`src/rtl/note_sequencer_pkg.sv`:
```
// Shared definitions for the note sequencer: song word layout, special codes
// and FSM state encodings.
package note_sequencer_pkg;

  localparam int unsigned DATA_WIDTH = 8;
  localparam int unsigned NOTE_W     = 5;
  localparam int unsigned DUR_W      = 3;

  localparam int unsigned NOTE_MSB = 7;
  localparam int unsigned NOTE_LSB = 3;
  localparam int unsigned DUR_MSB  = 2;
  localparam int unsigned DUR_LSB  = 0;

  localparam logic [NOTE_W-1:0] REST_CODE = 5'd0;
  localparam logic [NOTE_W-1:0] END_CODE  = 5'd31;

  typedef enum logic [2:0] {
    ST_IDLE,
    ST_REWIND,
    ST_FETCH,
    ST_WAIT,
    ST_PLAY,
    ST_GAP,
    ST_FINISH
  } state_e;

endpackage

```
`src/rtl/note_sequencer_beat_timer.sv`:
```
// Loadable down-counter with a registered zero flag; saturates at zero.
module beat_timer #(
  parameter int unsigned W = 8
) (
  input  logic         clk,
  input  logic         rst_n,
  input  logic         load,
  input  logic         dec,
  input  logic [W-1:0] load_val,
  output logic         zero
);

  logic [W-1:0] count;

  always_ff @(posedge clk or negedge rst_n) begin
    if (!rst_n) begin
      count <= '0;
      zero  <= 1'b1;
    end else if (load) begin
      count <= load_val;
      zero  <= (load_val == '0);
    end else if (dec && !zero) begin
      count <= count - W'(1);
      zero  <= (count == W'(1));
    end
  end

endmodule

```
`src/rtl/note_sequencer.sv`:
```
// Song playback sequencer: fetches words from memory, plays each note for its
// programmed length minus an articulation gap, and stops on END, stop or timeout.
module note_sequencer
  import note_sequencer_pkg::*;
#(
  parameter int unsigned TICKS_PER_BEAT = 12_500_000,
  parameter int unsigned GAP_TICKS      = 1_250_000,
  parameter int unsigned FETCH_TIMEOUT  = 255
) (
  input  logic                  clk,
  input  logic                  rst_n,
  input  logic                  start,
  input  logic                  stop,
  input  logic [DATA_WIDTH-1:0] mem_data,
  input  logic                  mem_ready,
  output logic                  mem_read_en,
  output logic                  mem_read_rst,
  output logic [NOTE_W-1:0]     note_out,
  output logic                  note_valid,
  output logic                  busy,
  output logic                  done,
  output logic                  err
);

  localparam int unsigned CNT_W  = $clog2(8 * TICKS_PER_BEAT);
  localparam int unsigned TO_W   = $clog2(FETCH_TIMEOUT + 1);
  localparam int unsigned TW     = (CNT_W > TO_W) ? CNT_W : TO_W;
  localparam int unsigned PROD_W = CNT_W + 1;

  state_e            state;
  logic [NOTE_W-1:0] code;
  logic [DUR_W-1:0]  dur;
  logic [PROD_W-1:0] note_len;
  logic [PROD_W-1:0] sound_m1;
  logic              t_load;
  logic              t_dec;
  logic [TW-1:0]     t_val;
  logic              t_zero;

  assign code = mem_data[NOTE_MSB:NOTE_LSB];
  assign dur  = mem_data[DUR_MSB:DUR_LSB];

  // Sounding length minus one; one extra bit keeps (dur+1)*TICKS_PER_BEAT exact.
  assign note_len = (PROD_W'(dur) + PROD_W'(1)) * PROD_W'(TICKS_PER_BEAT);
  assign sound_m1 = note_len - PROD_W'(GAP_TICKS) - PROD_W'(1);

  // One timer serves the fetch timeout, the sounding time and the gap.
  always_comb begin
    t_load = 1'b0;
    t_dec  = 1'b0;
    t_val  = '0;
    case (state)
      ST_FETCH: begin
        t_load = 1'b1;
        t_val  = TW'(FETCH_TIMEOUT - 1);
      end
      ST_WAIT: begin
        if (mem_ready) begin
          t_load = 1'b1;
          t_val  = TW'(sound_m1);
        end else begin
          t_dec = 1'b1;
        end
      end
      ST_PLAY: begin
        if (t_zero) begin
          t_load = 1'b1;
          t_val  = TW'(GAP_TICKS - 1);
        end else begin
          t_dec = 1'b1;
        end
      end
      ST_GAP:  t_dec = 1'b1;
      default: ;
    endcase
  end

  beat_timer #(
    .W(TW)
  ) u_beat_timer (
    .clk      (clk),
    .rst_n    (rst_n),
    .load     (t_load),
    .dec      (t_dec),
    .load_val (t_val),
    .zero     (t_zero)
  );

  always_ff @(posedge clk or negedge rst_n) begin
    if (!rst_n) begin
      state        <= ST_IDLE;
      mem_read_en  <= 1'b0;
      mem_read_rst <= 1'b0;
      note_out     <= '0;
      note_valid   <= 1'b0;
      busy         <= 1'b0;
      done         <= 1'b0;
      err          <= 1'b0;
    end else begin
      mem_read_en  <= 1'b0;
      mem_read_rst <= 1'b0;
      done         <= 1'b0;
      // stop overrides everything, including a simultaneous start; err is kept.
      if (stop) begin
        state      <= ST_IDLE;
        note_out   <= '0;
        note_valid <= 1'b0;
        busy       <= 1'b0;
      end else begin
        case (state)
          ST_IDLE: begin
            if (start) begin
              state        <= ST_REWIND;
              mem_read_rst <= 1'b1;
              busy         <= 1'b1;
              err          <= 1'b0;
            end
          end
          ST_REWIND: begin
            state       <= ST_FETCH;
            mem_read_en <= 1'b1;
          end
          ST_FETCH: state <= ST_WAIT;
          ST_WAIT: begin
            if (mem_ready) begin
              if (code == END_CODE) begin
                state <= ST_FINISH;
                done  <= 1'b1;
              end else begin
                state      <= ST_PLAY;
                note_out   <= code;
                note_valid <= (code != REST_CODE);
              end
            end else if (t_zero) begin
              state <= ST_IDLE;
              busy  <= 1'b0;
              err   <= 1'b1;
            end
          end
          ST_PLAY: begin
            if (t_zero) begin
              state      <= ST_GAP;
              note_out   <= '0;
              note_valid <= 1'b0;
            end
          end
          ST_GAP: begin
            if (t_zero) begin
              state       <= ST_FETCH;
              mem_read_en <= 1'b1;
            end
          end
          ST_FINISH: begin
            state <= ST_IDLE;
            busy  <= 1'b0;
          end
          default: begin
            state      <= ST_IDLE;
            note_out   <= '0;
            note_valid <= 1'b0;
            busy       <= 1'b0;
          end
        endcase
      end
    end
  end

endmodule

```
`config.mk`:
```
export PLATFORM = sky130hd
export DESIGN_NAME = note_sequencer
export DESIGN_NICKNAME = d
export VERILOG_FILES = /design/src/rtl/note_sequencer_pkg.sv /design/src/rtl/note_sequencer_beat_timer.sv /design/src/rtl/note_sequencer.sv
export SDC_FILE = /design/constraint.sdc
export NUM_CORES = 1
export LEC_CHECK = 0
export ABC_CLOCK_PERIOD_IN_PS = 3750
export CORE_MARGIN = 4
export CORE_UTILIZATION = 60
export CTS_CLUSTER_DIAMETER = 120
export DETAILED_ROUTE_END_ITERATION = 12
export HOLD_SLACK_MARGIN = 0.15
export PLACE_DENSITY = 0.81
export RECOVER_POWER = 100
export SYNTH_ARGS = -nofsm -noshare
export SYNTH_HDL_FRONTEND = slang
export SYNTH_SLANG_ARGS = --single-unit
```
`constraint.sdc`:
```
create_clock -name clk -period 3.75 [get_ports clk]
set_input_delay 1.125 -clock clk [delete_from_list [all_inputs] [get_ports clk]]
set_output_delay 1.125 -clock clk [all_outputs]
set_load 0.02 [all_outputs]
```
==> results of run 1 <==
==> cell usage after synthesis (13+ instances only) <==
cell	instances
o21ai_0	25
dfrtp_1	41
a21oi_1	52
inv_1	27
nor2_1	54
clkbuf_1	15
nand3_1	22
ha_1	31
nor3_1	14
nand2_1	45
xnor2_1	13
==> routing by layer <==
layer | vias up | GRT usage, % | routed length, um
li1 | 1902 | - | -
met1 | 1950 | 38.6 | 4920
met2 | 260 | 53.2 | 6150
met3 | 53 | 5.11 | 862
met4 | 0 | 14.9 | 499
met5 | - | 0 | 0
==> power groups by stage <==
stage               registers (uW)  clock network [uW]  logic, uW
finish                         577                 374       1600
floorplan                      563                   0        829
detailed placement             581                   0       1260
global placement               579                   0       1240
global route                   584                 391       1720
CTS                            572                 378       1460
==> final cells by class <==
class	count	area, sq um
timing repair buffer	103	830
clock buffer	5	68.8
multi-input combinational	388	2960
sequential	42	1050
clock inverter	3	43.8
tap	75	93.8
fill	359	875
inverter	27	105
==> state kept, by name, indices dropped and copies added, names as in the netlist <==
signal              flops
busy                    1
done                    1
err                     1
mem_read_en             1
mem_read_rst            1
note_out                5
note_valid              1
state                   3
u_beat_timer.count     27
u_beat_timer.zero       1
==> stage by stage <==
| step | hold WS [ns] | TNS (ns) |
|---|---|---|
| floorplan | 0.469 | -3.65 |
| global placement | 0.486 | -11.02 |
| detailed placement | 0.505 | -11.73 |
| CTS | 0.525 | -3.01 |
| global route | 0.570 | -4.24 |
| finish | 0.525 | -3.24 |
==> how the worst min path moves through the flow <==
| stage | startpoint | to | slack [ns] | cells past startpoint |
|---|---|---|---|---|
| after global routing | u_beat_timer.count[17] | u_beat_timer.count[17] | 0.57 | 2 |
| after floorplan | u_beat_timer.count[17] | u_beat_timer.count[17] | 0.47 | 2 |
| final | u_beat_timer.count[17] | u_beat_timer.count[17] | 0.53 | 2 |
| after global placement | u_beat_timer.count[17] | u_beat_timer.count[17] | 0.49 | 2 |
| after detailed placement | err | err | 0.50 | 2 |
| after CTS | u_beat_timer.count[17] | u_beat_timer.count[17] | 0.53 | 2 |
==> logic make-up (layout without fill, tap and decap cells) <==
kind of cell / count (synthesis) / after routing / share of synthesized area [%]
AO/OA/AOI/OAI: 139 / 139 / 23.1
adder cells (fa/ha/maj): 39 / 39 / 14.5
XOR/XNOR: 22 / 22 / 5.09
buffers and inverters: 44 / 138 / 4.50
multiplexers: 1 / 1 / 0.265
AND/OR/NAND/NOR: 187 / 187 / 24.8
flip-flops: 42 / 42 / 27.8
==> what timing repair did <==
| action | in CTS | in global routing |
|---|---|---|
| buffers inserted | 13 | 3 |
| endpoints found under the setup margin | 9 | 9 |
| resized for setup | 51 | 20 |
| pin swaps | 21 | 12 |
==> critical path: cells and delay by family <==
kind	cells	cell delay (ns)
and+or+nand+nor	3	0.63
AOI/OAI and AO/OA	3	0.68
buffers and inverters	3	0.43
xor gates and xnor gates	2	0.39
adders and majority gates	4	1.28
==> results.txt, run 1 <==
Most frequent cells in the layout: 70 x buf_4, 52 x nor2_1, 47 x a21oi_1
Setup slack at placement: -1.50 ns
Worst r2r src: u_beat_timer.count[8]
Die height: 87.4 um
Yosys warning count: 0
Hold Vio Cnt, Final: 0
Max FO, Critical Path: 4
Worst min path class: flip-flop to flip-flop
Reg2Reg Depth: 7
DRT iter0 DRCs: 520
CTS max path bufs: 2
Period utilization: 116%
Switch Pwr: 1080 uW
Inst Count DP: 619
Mean Syn Cell Area: 7.98 sq um
Cell Rows: 28
Slew of the pin with the lowest slew margin: 2.33 ns
DRC Markers: 0
Gate Count Post-Synth: 474
Worst rel slew slack: -55.2%
Data required, critical path: 3.97 ns
Setup WS post-layout: -0.590 ns
DP Area: 0.00464 sq mm
Seq pwr share: 22.6%
Share of the synthesized area in the top cell type: 27.1%
Buffers on Ports: 23
Final antenna-violating net count: 0
Critical Path Sink Type: flip-flop
Max frequency: 0.230 GHz
CTS clk-pin slew, worst paths: 0.09 ns
WP data arrival: 4.56 ns
Final #Nets: 619
CP startpoint: mem_data[0]
EDFF count, synth: 0
Internal Power: 1470 uW
Cell taking the most area after synthesis: dfrtp_1
Starting Density: 62.8%
Antenna diodes: 0
CTS tree: yes
CP max stage cell: fa_1
Layout Cells excl Fill: 643
Combinational power share: 62.7%
Crit Path Category: input pin to flip-flop
Setup-failing EPs final: 8
# IOs: 24
Vias per std cell: 6.48
Reg2reg setup slack: 0.83 ns
Startpoint Class: input pin
Clk pwr share: 14.6%
Max capacitance violation total: 1
Distinct cells, synth: 59
Failing checks: max-capacitance violations, max-slew violations, negative setup slack
Syn nets: 526
Leakage power: 0.00224 uW
Critical-path cell list: buf_8, ha_4, xor2_4, buf_4, fa_2, fa_1, ha_4, nor4_4, buf_4, a211oi_2, a31oi_1, xor2_1, nand4_1, o31a_1, nor3_1
Clk_skew: 0.0113 ns
TritonRoute pass-1 iters: 6
GR Overflow Total: 0
Design area: 0.00515 sq mm
Largest net degree at the start of global routing: 43
Dominant synthesized flop cell: dfrtp_1
Wire per inst: 19.3 um
Leading post-synthesis cells by cell area: dfrtp_1 27%, ha_1 10%, a21oi_1 6.9%, nor2_1 5.4%, nand2_1 4.5%
Worst path max stage delay: 0.49 ns
Post-layout total power: 2550 uW
Sw frac: 42.3%
P per Cell Area: 495 mW/mm^2
Reg2reg end: u_beat_timer.count[26]
Clock root buffer master: clkbuf_8
Slew Limit Fails: 43
Core ar.: 0.00603 sq mm
DIE AREA: 0.00764 sq mm
CTS Sinks: 42
Critical path destination: u_beat_timer.count[26]
GP Congestion: 0.960
Detailed-placement wirelength estimate: 8340 um
Async S/R FF share, synth: 100%
Cell Area, Synth: 0.00378 sq mm
Status: finished with violations
RSZ-0062 raised after global routing: yes
Worst skew pair latency: 0.30 ns
Crit path time final: 4.34 ns
Post-synthesis register bit count: 42
Routed wire length: 12400 um
Cts bufs inserted: 5
Worst VDD drop: 0.000291 V
Die X-Extent: 87.4 um
Initial antenna violation count: 0
Hold buffer count at CTS: 0
Sequential cell area fraction in the yosys report: 27.8%
H-tree Lvls: 2
Vias in the first global route: 4056
Overall Global Routing Usage: 31.4%
Share of cells above drive strength 1: 27.3%
Routed vias: 4165
Area delta synth->final: 36.2%
Most common cell after layout, fill and taps aside: buf_4
First-pass GRT wire length: 19000 um
Core Util, Final: 85.5%
No activity file was read; power rests on OpenSTA's default activity.
==> run 2: changes to the inputs <==
DONT_BUFFER_PORTS = 1   (was default)
PLACE_DENSITY = 0.76   (was 0.81)
==> results.txt, run 2 (same netlist as run 1, synthesis figures left out) <==
Reg2reg setup slack: 0.43 ns
Final #Nets: 577
Crit Path Category: input pin to flip-flop
WP data arrival: 4.38 ns
Setup-failing EPs final: 8
Global Route met1 Usage: 40.9%
Max FO, Critical Path: 9
Area delta synth->final: 25.7%
Crit path depth: 14
Status: finished with violations
Reg2Reg Depth: 7
Detailed-placement wirelength estimate: 8110 um
Largest register FFs: 27
First-pass GRT wire length: 18400 um
Global route hottest layer: met2
Worst VDD drop: 0.000365 V
Cts bufs inserted: 5
Share of cells above drive strength 1: 24.5%
RSZ-0062 raised after global routing: yes
Crit path buffers/inverters: 3
Crit path time final: 4.19 ns
Layout Cells excl Fill: 601
Worst path max stage delay: 0.56 ns
Worst min path class: input pin to asynchronous set/reset pin
Worst rel slew slack: 36.1%
Fillers: 395
Vias per std cell: 6.55
# IOs: 24
Buffers on Ports: 0
Reg2reg end: u_beat_timer.count[26]
Hold Vio Cnt, Final: 0
Wire per inst: 18.5 um
Top reg by flops: u_beat_timer.count
H-tree Lvls: 2
Multi-input gate area: 0.00291 sq mm
Critical Path Sink Type: flip-flop
Routed vias: 3938
Die X-Extent: 87.4 um
Leakage power: 0.00202 uW
Setup TNS: -2.46 ns
CTS max path bufs: 2
DRC Markers: 0
Core ar.: 0.00603 sq mm
Core Util, Final: 78.9%
Clk_skew: 0.00449 ns
Inst Count DP: 590
Routed wire length: 11100 um
TritonRoute pass-1 iters: 6
Vias in the first global route: 3844
Startpoint Class: input pin
P per Cell Area: 522 mW/mm^2
Critical Path Most Common Cell: fa_2
Most common cell after layout, fill and taps aside: buf_4
Clock root buffer master: clkbuf_8
Final antenna-violating net count: 0
Met3 Resource Use GR: 5.49%
CTS Sinks: 42
Largest regs: u_beat_timer.count: 27 flops, note_out: 5 flops, state: 3 flops
Overall Global Routing Usage: 30.2%
Initial antenna violation count: 0
Hold buffer count at CTS: 0
GP Congestion: 0.947
Critical path destination: u_beat_timer.count[26]
Max frequency: 0.239 GHz
GR Overflow Total: 0
Met2 Use GR: 47.8%
DRT iter0 DRCs: 319
Period utilization: 112%
CP max stage cell: fa_1
Critical-path cell list: ha_4, xor2_4, fa_2, fa_1, inv_2, fa_2, buf_4, buf_6, xnor2_4, o211ai_1, and2_1, o21a_1, nor4_1, nor3_1
Worst skew pair latency: 0.30 ns
Slew of the pin with the lowest slew margin: 0.950 ns
DIE AREA: 0.00764 sq mm
CTS tree: yes
Starting Density: 62.8%
Reg area: 0.00105 sq mm
Max capacitance violation total: 0
Cell family with most CP delay: adder cells
Die height: 87.4 um
Failing checks: negative setup slack
Worst r2r src: u_beat_timer.count[2]
Slew Limit Fails: 0
CTS clk-pin slew, worst paths: 0.09 ns
Setup WS post-layout: -0.439 ns
Largest net degree at the start of global routing: 43
Data required, critical path: 3.94 ns
Cell Rows: 28
CP startpoint: mem_data[0]
Antenna diodes: 0
Most frequent cells in the layout: 54 x buf_4, 53 x nor2_1, 47 x a21oi_1
run 2: changes by cell type in the layout (fill, tap and decap cells not counted), moves of 3 or more:
cell             previous run  this run
buf_6                       5         2
nor4_1                      3         6
clkbuf_1                    6         2
dlygate4sd3_1              13         0
clkdlybuf4s50_1             6         0
buf_4                      70        54
run 2: worst min path at each step:
| stage | from | end | slack (ns) | cells after the start |
|---|---|---|---|---|
| 6_report | rst_n | u_beat_timer.count[25] | 0.51 | 0 |
| 3_5_place_dp | u_beat_timer.count[17] | u_beat_timer.count[17] | 0.50 | 2 |
| 2_1_floorplan | u_beat_timer.count[17] | u_beat_timer.count[17] | 0.47 | 2 |
| 3_3_place_gp | u_beat_timer.count[17] | u_beat_timer.count[17] | 0.48 | 2 |
| 4_1_cts | rst_n | note_out[0] | 0.50 | 0 |
| 5_1_grt | rst_n | u_beat_timer.count[22] | 0.50 | 0 |
run 2: cell type report:
type,count,area share (%)
Tap cell,75,1.97
Clock buffer,5,1.45
Multi-Input combinational cell,388,61.1
Inverter,27,2.21
Sequential cell,42,22.1
Timing Repair Buffer,61,10.2
Clock inverter,3,0.921
run 2: repair_timing:
| item | 4_1_cts | 5_1_grt |
|---|---|---|
| buffers inserted | 2 | 1 |
| pin swaps | 13 | 9 |
| setup endpoints to repair | 8 | 8 |
| endpoints found under the hold margin | 0 | 0 |
| resized for setup | 32 | 10 |
run 2: worst reg2reg max path: stages (launching register included):
cell     delay, ns
dfrtp_1       0.44
nor4_1        0.84
nand4_1       0.54
or4_1         0.63
a31oi_1       0.36
o21ba_2       0.21
o31a_1        0.09
nor3_1        0.12
run 2: routing by layer:
metal,wire (um),share of wire [%]
met2,5310,48
met4,295,2.7
met3,859,7.7
met5,0,0
met1,4650,42
run 2: report_power, final:
| group | leakage, uW | total (uW) | switching, uW | internal, uW |
|---|---|---|---|---|
| registers | 0.000550 | 586 | 80.5 | 505 |
| clock network | 0.0000585 | 378 | 178 | 200 |
| logic | 0.00141 | 1520 | 783 | 732 |
run 2: through the flow:
step                instance area, sq um  hold slack [ns]  setup WS [ns]  total power (uW)
finish                              4750            0.506         -0.439              2480
global route                        4750            0.495         -0.571              2620
CTS                                 4710            0.504         -0.423              2370
global placement                    4400            0.483         -0.690              1800
floorplan                           3920            0.469         -0.617              1390
detailed placement                  4400            0.500         -0.778              1840
==> run 3: changes to the inputs <==
CORE_UTILIZATION = 45   (was 60)
PLACE_DENSITY = default   (was 0.76)
==> results.txt, run 3 (same netlist as run 1, synthesis figures left out) <==
Status: finished with violations
Failing checks: negative setup slack
Final antenna-violating net count: 0
Clk_skew: 0.00556 ns
WP data arrival: 4.45 ns
CTS clk-pin slew, worst paths: 0.08 ns
Vias per std cell: 5.95
Max frequency: 0.235 GHz
Starting Density: 46.0%
Startpoint Class: input pin
CTS Sinks: 42
Core Util, Final: 58.7%
Reg area: 0.00105 sq mm
Period utilization: 114%
Vias in the first global route: 3821
Initial antenna violation count: 0
Crit Path Category: input pin to flip-flop
Buffers on Ports: 0
# IOs: 24
Worst VDD drop: 0.000240 V
RSZ-0062 raised after global routing: yes
Detailed-placement wirelength estimate: 8450 um
Top reg by flops: u_beat_timer.count
DIE AREA: 0.00994 sq mm
Antenna diodes: 0
Routed wire length: 11300 um
Critical Path Most Common Cell: fa_2
Wire per inst: 17.7 um
CTS tree: yes
Leakage power: 0.00205 uW
Cts bufs inserted: 5
DRT iter0 DRCs: 217
First-pass GRT wire length: 18500 um
CTS max path bufs: 2
Max FO, Critical Path: 6
Routed vias: 3805
Most frequent cells in the layout: 65 x buf_4, 53 x nor2_1, 49 x a21oi_1
Slew of the pin with the lowest slew margin: 0.836 ns
Share of cells above drive strength 1: 26.0%
Critical-path cell list: ha_4, xor2_4, fa_2, fa_1, inv_2, fa_2, a311oi_4, xor2_2, a2111oi_4, nand3_1, nor3b_2, o21a_1, o22a_1
Hold slack: 0.515 ns
Multi-input gate area: 0.00292 sq mm
Hold Vio Cnt, Final: 0
Core ar.: 0.00822 sq mm
DRC Markers: 0
Clock root buffer master: clkbuf_8
Die height: 99.7 um
Area delta synth->final: 27.5%
Setup slack at placement: -0.792 ns
Setup WS post-layout: -0.513 ns
Max capacitance violation total: 0
GP Congestion: 0.900
CP max stage cell: fa_1
H-tree Lvls: 2
Hold buffer count at CTS: 0
P per Cell Area: 498 mW/mm^2
TritonRoute pass-1 iters: 4
Most common cell after layout, fill and taps aside: buf_4
Critical Path Sink Type: flip-flop
Overall Global Routing Usage: 23.0%
Largest regs: u_beat_timer.count: 27 flops, note_out: 5 flops, state: 3 flops
Worst path max stage delay: 0.53 ns
Cell Rows: 33
Die X-Extent: 99.7 um
Largest register FFs: 27
GR Overflow Total: 0
Crit path buffers/inverters: 1
Largest net degree at the start of global routing: 43
Data required, critical path: 3.94 ns
Crit path time final: 4.26 ns
Post-layout total power: 2400 uW
Fillers: 735
Slew Limit Fails: 0
Worst skew pair latency: 0.30 ns
Worst rel slew slack: 44.3%
Setup-failing EPs final: 8
Final #Nets: 586
Cell family with most CP delay: adder cells
Worst min path class: input pin to asynchronous set/reset pin
==> run 3: cell count changes in the layout (fill, tap and decap cells not counted), moves of 3 or more <==
cell / delta
buf_4: +11
ha_1: +3
ha_4: -4
nor3_1: -4
nor3_2: +4
o21ai_1: -3
==> run 3: final timing paths <==
check | from | to | slack [ns] | depth (start not counted)
max in group asynchronous | rst_n | u_beat_timer.zero | 3.04 | 0
worst min register to register | u_beat_timer.count[17] | u_beat_timer.count[17] | 0.52 | 2
worst max register to register | u_beat_timer.count[8] | u_beat_timer.count[26] | 0.77 | 7
min in group clk | u_beat_timer.count[17] | u_beat_timer.count[17] | 0.52 | 2
worst min-delay path | rst_n | u_beat_timer.count[19] | 0.52 | 0
worst max-delay path | mem_data[1] | u_beat_timer.count[18] | -0.51 | 13
==> run 3: layout make-up <==
| type | count | share of cell area [%] |
|---|---|---|
| well taps | 105 | 2.73 |
| flip-flops and latches | 42 | 21.8 |
| inverters | 27 | 2.18 |
| multi-input cells | 388 | 60.5 |
| clock inverters | 1 | 0.182 |
| clock buffers | 7 | 1.79 |
| repair buffers | 70 | 10.8 |
==> run 3: timing repair <==
action / CTS / global route
buffers inserted: 0 / 8
setup endpoints to repair: 8 / 9
resized for setup: 12 / 33
pin swaps: 6 / 19
cloned: 0 / 0
==> run 3: power by group <==
part	switching (uW)	internal [uW]	leakage [uW]
registers	77.8	505	0.000550
clock network	170	153	0.0000489
logic	763	734	0.00145
total	1010	1390	0.00205
==> run 3: metal layers <==
metal  share of wire (%)  GRT usage, %  vias to the layer above
li1                    -             -                     1832
met1                  48          32.8                     1880
met2                  47          36.9                       83
met3                 4.0          3.51                       10
met4                 1.1          5.04                        0
met5                   0             0                        -
==> run 3: metrics by stage <==
| stage | cell area, sq um | instances | TNS, ns |
|---|---|---|---|
| 4_1_cts | 4610 | 632 | -2.71 |
| 3_3_place_gp | 4440 | 624 | -5.32 |
| 5_1_grt | 4820 | 640 | -3.56 |
| 2_1_floorplan | 3920 | 474 | -3.65 |
| 3_5_place_dp | 4440 | 624 | -5.76 |
| 6_report | 4820 | 640 | -2.44 |
